==> src/rtl/alu_if.sv <==
// Operand/result bundle between the execute stage and the registered ALU.
// The master drives the operation and operands; the slave (the ALU)
// returns the registered result and condition flags.
interface alu_if #(
    parameter int bits = 16
);
    logic [2:0]      op;
    logic [bits-1:0] a;
    logic [bits-1:0] b;
    logic [bits-1:0] o;
    logic            c;
    logic            z;
    logic            v;
    logic            n;

    modport master (
        output op, a, b,
        input  o, c, z, v, n
    );

    modport slave (
        input  op, a, b,
        output o, c, z, v, n
    );
endinterface : alu_if

==> src/rtl/alu.sv <==
// Registered ALU for the v68k datapath.
// One operation per cycle: result and 68k-style C/Z/V/N flags are computed
// combinationally from op/a/b and captured on the next rising edge.
module alu #(
    parameter int bits = 16
) (
    input  logic  clk,
    input  logic  reset,
    alu_if.slave  bus
);
    localparam int MSB = bits - 1;

    typedef enum logic [2:0] {
        OP_ADD = 3'b000,
        OP_SUB = 3'b001,
        OP_AND = 3'b010,
        OP_OR  = 3'b011,
        OP_XOR = 3'b100,
        OP_NOT = 3'b101,
        OP_LSL = 3'b110,
        OP_LSR = 3'b111
    } op_e;

    op_e             w_op;
    logic [bits:0]   w_sum;   // a + b with carry out in the top bit
    logic [bits:0]   w_diff;  // a - b with borrow in the top bit
    logic [bits-1:0] w_res;
    logic            w_c;
    logic            w_v;

    logic [bits-1:0] r_o;
    logic            r_c;
    logic            r_z;
    logic            r_v;
    logic            r_n;

    assign w_op   = op_e'(bus.op);
    assign w_sum  = {1'b0, bus.a} + {1'b0, bus.b};
    assign w_diff = {1'b0, bus.a} - {1'b0, bus.b};

    // Result, carry/borrow and overflow for the selected operation.
    always_comb begin
        // NOTE: every output of this block gets a default first so no path
        // leaves it unassigned and no latch is inferred.
        w_res = '0;
        w_c   = 1'b0;
        w_v   = 1'b0;
        unique case (w_op)
            OP_ADD: begin
                w_res = w_sum[MSB:0];
                w_c   = w_sum[bits];
                // Same-sign operands whose sum changes sign.
                w_v   = (bus.a[MSB] == bus.b[MSB]) && (w_sum[MSB] != bus.a[MSB]);
            end
            OP_SUB: begin
                w_res = w_diff[MSB:0];
                // The wrapped top bit is 1 exactly when a < b unsigned.
                w_c   = w_diff[bits];
                // Opposite-sign operands whose difference leaves a's sign.
                w_v   = (bus.a[MSB] != bus.b[MSB]) && (w_diff[MSB] != bus.a[MSB]);
            end
            OP_AND: w_res = bus.a & bus.b;
            OP_OR:  w_res = bus.a | bus.b;
            OP_XOR: w_res = bus.a ^ bus.b;
            OP_NOT: w_res = ~bus.a;
            OP_LSL: begin
                w_res = {bus.a[MSB-1:0], 1'b0};
                w_c   = bus.a[MSB];
            end
            OP_LSR: begin
                w_res = {1'b0, bus.a[MSB:1]};
                w_c   = bus.a[0];
            end
            default: begin
                w_res = '0;
                w_c   = 1'b0;
                w_v   = 1'b0;
            end
        endcase
    end

    // Capture result and flags; synchronous reset takes priority.
    always_ff @(posedge clk) begin
        // NOTE: state registers use non-blocking assignments so every
        // register samples the pre-edge values regardless of statement order.
        if (reset) begin
            r_o <= '0;
            r_c <= 1'b0;
            r_z <= 1'b0;
            r_v <= 1'b0;
            r_n <= 1'b0;
        end else begin
            r_o <= w_res;
            r_c <= w_c;
            r_z <= (w_res == '0);
            r_v <= w_v;
            r_n <= w_res[MSB];
        end
    end

    assign bus.o = r_o;
    assign bus.c = r_c;
    assign bus.z = r_z;
    assign bus.v = r_v;
    assign bus.n = r_n;
endmodule : alu

==> src/flat_wrapper.sv <==
// flat-port wrapper written by rule: the top's interface ports become plain ports
module alu_flat 
#(
    parameter int bits = 16
)
  (clk, reset, bus_op, bus_a, bus_b, bus_o, bus_c, bus_z, bus_v, bus_n);
  alu_if #(.bits(bits)) bus_i ();
  input  logic clk;
  input  logic reset;
  input wire logic [$bits(bus_i.op)-1:0] bus_op;
  input wire logic [$bits(bus_i.a)-1:0] bus_a;
  input wire logic [$bits(bus_i.b)-1:0] bus_b;
  output wire logic [$bits(bus_i.o)-1:0] bus_o;
  output wire logic [$bits(bus_i.c)-1:0] bus_c;
  output wire logic [$bits(bus_i.z)-1:0] bus_z;
  output wire logic [$bits(bus_i.v)-1:0] bus_v;
  output wire logic [$bits(bus_i.n)-1:0] bus_n;
  assign bus_i.op = bus_op;
  assign bus_i.a = bus_a;
  assign bus_i.b = bus_b;
  assign bus_o = bus_i.o;
  assign bus_c = bus_i.c;
  assign bus_z = bus_i.z;
  assign bus_v = bus_i.v;
  assign bus_n = bus_i.n;
  alu #(.bits(bits)) u_core (.clk(clk), .reset(reset), .bus(bus_i));
endmodule
==> config.mk <==
export PLATFORM = sky130hd
export DESIGN_NAME = alu_flat
export DESIGN_NICKNAME = d
export VERILOG_FILES = /design/src/rtl/alu_if.sv /design/src/rtl/alu.sv /design/src/flat_wrapper.sv
export SDC_FILE = /design/constraint.sdc
export NUM_CORES = 1
export LEC_CHECK = 0
export CAP_MARGIN = 0
export CELL_PAD_IN_SITES_DETAIL_PLACEMENT = 1
export CELL_PAD_IN_SITES_GLOBAL_PLACEMENT = 1
export CORE_AREA = 2 2 98 100
export CTS_CLUSTER_SIZE = 20
export DETAILED_ROUTE_END_ITERATION = 10
export DIE_AREA = 0 0 100 102
export PLACE_DENSITY = 0.77
export SYNTH_ARGS = -nofsm -noshare
export SYNTH_HDL_FRONTEND = slang
export SYNTH_SLANG_ARGS = --single-unit
==> constraint.sdc <==
create_clock -name clk -period 10.18 [get_ports clk]
set_clock_uncertainty 0.2 [all_clocks]
set_input_delay 2.036 -clock clk [delete_from_list [all_inputs] [get_ports clk]]
set_output_delay 2.036 -clock clk [all_outputs]
set_load 0.005 [all_outputs]
Word level (Yosys, flattened, before mapping)
Cells that the tools add are included.
{ "op_classes": {"n_addsub": 2, "eq_ne": 11, "muxes": 3, "n_bitwise": 4, "n_reduce_logical": 4} }
{ "op_table": {"columns": ["operator", "n"], "rows": [
  ["$pmux 16 s8", 1],
  ["$add 16x16->17", 1],
  ["$sub 16x16->17", 1],
  ["$and 16x16->16", 1],
  ["$logic_not 16->1", 1],
  ["$not 16->16", 1],
  ["$or 16x16->16", 1],
  ["$xor 16x16->16", 1],
  ["$eq 3x3->1 const B", 4],
  ["$eq 3x2->1 const B", 2],
  ["$pmux 1 s4", 1],
  ["$eq 3x1->1 const B", 1],
  ["$logic_not 3->1", 1],
  ["$ne 1x1->1", 3],
  ["$logic_and 1x1->1", 2],
  ["$pmux 1 s2", 1],
  ["$eq 1x1->1", 1]
]} }
{ "word_totals": {"ff_bits": 20, "in_bits": 37, "output_inout_bits": 20, "wordCells": 29} }

Depth between registers and ports, before layout
{ "logic_depth": {"ltp_word": 4, "mapped_depth": 13, "depth_no_buf": 13} }

Worst setup path before layout
No wires, ideal clock.
{ "synth_timing": {"path_kind": "in2reg", "start": "input bus_b[0]", "end": "register u_core.r_z, in the netlist u_core.bus.z", "setup_ns": 0.087, "arrival_time_ns": 4.659, "required_time_ns": 9.893, "path_slack_ns": 5.234, "cell_stages": 12, "n_path_buf": 0, "cell_sequence": "ha_1 -> inv_1 -> fa_1 -> nand2b_1 -> a21oi_1 -> a21o_1 -> a221oi_1 -> o31a_1 -> a211o_1 -> nand4b_1 -> or4_1 -> nor4b_2"} }
{ "synth_between": {"elab_chain_len": 3, "word_cells_on_any_way": 7, "cone_classes": "add/sub: 2; mux: 1; bitwise: 3; reduce/logical: 1"} }
{ "synth_rtl": {"columns": ["item", "line", "text"], "rows": [
  ["start, declared", "flat_wrapper.sv:12", "input wire logic [$bits(bus_i.b)-1:0] bus_b;"],
  ["$sub 16x16->17 (tied with other cells)", "alu.sv:39", "assign w_diff = {1'b0, bus.a} - {1'b0, bus.b};"],
  ["$pmux 16 s8 (*)", "alu.sv:48", "unique case (w_op)"],
  ["$logic_not 16->1 (*)", "alu.sv:95", "r_z <= (w_res == '0);"],
  ["end signal, assigned", "alu.sv:95", null],
  ["end, declared", "alu.sv:33", "logic r_z;"]
]} }
Every way passes the cells marked *; elsewhere a longest branch is shown, timed or not.
A chain may end at the register's enable or synchronous reset.

Worst setup path after layout
{ "layout_timing": {"start": "input bus_op[2]", "end": "register u_core.r_z, in the netlist u_core.bus.z"} }
{ "layout_between": {"elab_chain_len": 3, "word_cells_on_any_way": 10, "cone_classes": "eq/ne: 7; mux: 1; reduce/logical: 2"} }
{ "layout_rtl": {"columns": ["item", "line", "text"], "rows": [
  ["start, declared", "flat_wrapper.sv:10", "input wire logic [$bits(bus_i.op)-1:0] bus_op;"],
  ["$eq 3x3->1 (tied with other cells)", "alu.sv:48", null],
  ["$pmux 16 s8 (*)", "alu.sv:48", null],
  ["$logic_not 16->1 (*)", "alu.sv:95", null]
]} }
Marks and branches as above.

==> results.yml <==
clocking:
  holdBufCountCts: 0
  tritoncts.num_buffers: 3
  cts_buffer_depth: 2
  cts_root_buffer: "sky130_fd_sc_hd__clkbuf_8"
  clock_tree.htree_level_count: 1
  post_cts_resized: 0
  clock_tree_from_tritoncts: "yes"
  clk_pin_slew_worst_paths_ps: 70
  cts.repair_timing.setup_buffer_count: 0
  clock_sink_count: 19
run:
  cap_violations: 0
placed_design:
  dp.cells: 638
  placement.io_buffers: 56
  area_post_placement_um2: 4120
  place_congestion: 0.911
  post-dp-hpwl_um: 9970
worst_setup_path:
  crit_type: "in2reg"
  critPathMaxStageDelay_ps: 1100
  crit_arrival_ps: 5920
  cp.required_ps: 10140
  crit_chain: "clkdlybuf4s50_1, inv_1, nand2_1, nor2_1, a221o_1, a21oi_1, o2111ai_1, or4_1, nor4b_2"
  timing.critical_path.from_type: "input port"
  worst-path-max-fanout: 25
  worstSetupEndpointType: "register"
  slowest_stage: "sky130_fd_sc_hd__clkdlybuf4s50_1"
sta:
  final_critical_path_required_period_ps: 5950
  timing.final.setup_violations: 0
  tightestPinTransition_ps: 962
  final-hold-violation-count: 0
  clock.fmax_mhz: 168
  grt_setup_unrepaired: "no"
  final_max_slew_viol_count: 0
  totalNegativeSetupSlack_ps: 0
  post_route_fraction_of_the_period_consumed_by_the_critical_path_pct: 58.5
  timing.max_slew.rel_slack_pct: 35.7
drt:
  drtPass1Iterations: 5
  drc_errors: 0
  wl_per_cell_um: 19.8
  vias_per_cell: 6.16
  route.vias.total: 3956
  ant_nets: 0
  wirelength_um: 12700
  detailedRoute.firstIterationViolations: 275
yosys:
  synthArstFlopShare_pct: 0
  synth-simple-area-share_pct: 20.6
  synth_warnings: 0
  synth.mux.area_fraction_pct: 5.65
  synth_cell_type_count: 68
  yosysSeqAreaShare_pct: 10.7
  synth_edf_count: 0
  netlist_top_cells_area: "sky130_fd_sc_hd__ha_1, sky130_fd_sc_hd__dfxtp_1, sky130_fd_sc_hd__inv_1, sky130_fd_sc_hd__nor2_1, sky130_fd_sc_hd__a21oi_1"
  synth_xor_xnor_area_share_pct: 1.98
  ys_top_cells_by_count: "sky130_fd_sc_hd__inv_1, sky130_fd_sc_hd__nor2_1, sky130_fd_sc_hd__ha_1, sky130_fd_sc_hd__nand2_1, sky130_fd_sc_hd__a21oi_1"
  ys_dominant_reg_cell: "sky130_fd_sc_hd__dfxtp_1"
  adder_cell_share_of_the_synthesized_area_pct: 18.1
  complex_gate_fraction_of_the_synthesized_area_pct: 33.1
  netlist.area_leader.share_pct: 17.0
  synth.net_count: 588
  netlist_instances: 501
  syn_area_um2: 3540
  yosys.cell_count.top_type: "sky130_fd_sc_hd__inv_1"
  synth_area_per_cell_um2: 7.07
  synth_top_family_by_area: "compound AO/OA/AOI/OAI gates"
  largest_area_contributor_in_the_netlist: "sky130_fd_sc_hd__ha_1"
  ys_ff_latch: 19
finish:
  areaGrowthSynthToFinish_pct: 17.7
  instances_no_fill: 642
  num-nets-final: 619
  area.sequential_um2: 380
  final_cell_area_um2: 4170
  fillerInstances: 1188
  drive_gt1_share_pct: 3.58
  multiInputGateArea_um2: 2810
  antenna_cells_inserted: 0
global_routing:
  grt_max_degree: 74
  global_route.usage.total_pct: 25.1
  grt_pass1_wl_um: 20700
  number_of_global_route_vias_before_repair: 3938
  initial_antenna_violation_count: 0
  grt-ovfl-total: 0
die:
  fp.dieH_um: 102
  pin_count: 57
  die-width_um: 100
  placementRows: 35
  initial_core_utilization_pct: 38.9
  core_region_area_um2: 9110
  fp.dieArea_um2: 10200
worst_hold_path:
  whs_path_depth: 5
  min_path_type: "in2reg"
power:
  cellPowerDensity_nw_per_um2: 83.9
  vdd.ir_drop.worst_mv: 0.0469
  power.static_leakage_nw: 1.80
outcome:
  run_status: "finished, final reports clean"
-- registers in the layout (all words and copies together) (netlist names) --
signal,count
u_core.bus.n,1
u_core.bus.o,15
u_core.bus.v,1
u_core.bus.z,1
u_core.bus.c,1
-- stage by stage --
stage	setup slack (ps)	power, W	hold slack, ps	util (%)
finish	4230	0.000350	2470	45.8
global route	3910	0.000375	2540	45.8
CTS	4240	0.000347	2460	45.8
detailed placement	3990	0.000294	2540	45.2
global placement	4170	0.000290	2540	45.2
floorplan	5230	0.000218	2090	-
-- cells by family (layout without fill, tap and decap cells) --
kind of cell             after synthesis  in the layout
adder cells (fa/ha/maj)               50             50
AND/OR/NAND/NOR                      150            150
multiplexers                          15             15
AO/OA/AOI/OAI                        169            169
flip-flops                            19             19
buffers and inverters                 90            120
XOR/XNOR                               8              8
-- area by class of cell --
class,instances,area share [%]
multi-input cells,392,67.5
flip-flops and latches,19,9.12
inverters,58,5.22
well taps,111,3.33
repair buffers,58,13.7
clock buffers,3,0.990
clock inverters,1,0.180
-- worst max-delay path: cells and delay by family --
family	cells	cell delay, ps
buffers and inverters	2	1770
AOI/OAI and AO/OA	3	710
and+or+nand+nor	4	1400
-- cell usage in the layout, fill, tap and decap left out, drive strengths merged, types with 6 or more instances in the layout --
master	n
nor2b	15
a31oi	7
o21ai	32
a21o	10
clkdlybuf4s50	55
a22o	8
nor3	10
nand2	36
inv	57
dfxtp	19
nor4	6
ha	48
nor2	52
a21oi	35
mux2i	11
o22ai	11
-- layer usage --
metal	GRT usage (%)	part of all wire, %	vias up
met2	42.0	46	157
met1	35.6	47	1919
met5	0	0	-
li1	-	-	1859
met4	5.90	1.4	0
met3	1.30	5.7	21
-- worst paths after layout --
path,start,end,slack (ps)
worst max-delay path,bus_op[2],u_core.bus.z,4230
worst min-delay path,bus_op[0],u_core.bus.o[0],2470
-- report_power, final --
| part | internal (W) | total, W | leakage, nW | switching, W |
|---|---|---|---|---|
| logic | 0.0000890 | 0.000213 | 1.62 | 0.000125 |
| registers | 0.0000815 | 0.0000835 | 0.157 | 0.00000198 |
| clock network | 0.0000276 | 0.0000530 | 0.0217 | 0.0000254 |
| total | 0.000198 | 0.000350 | 1.80 | 0.000152 |
Note: power is estimated with default switching activity, not from simulation.
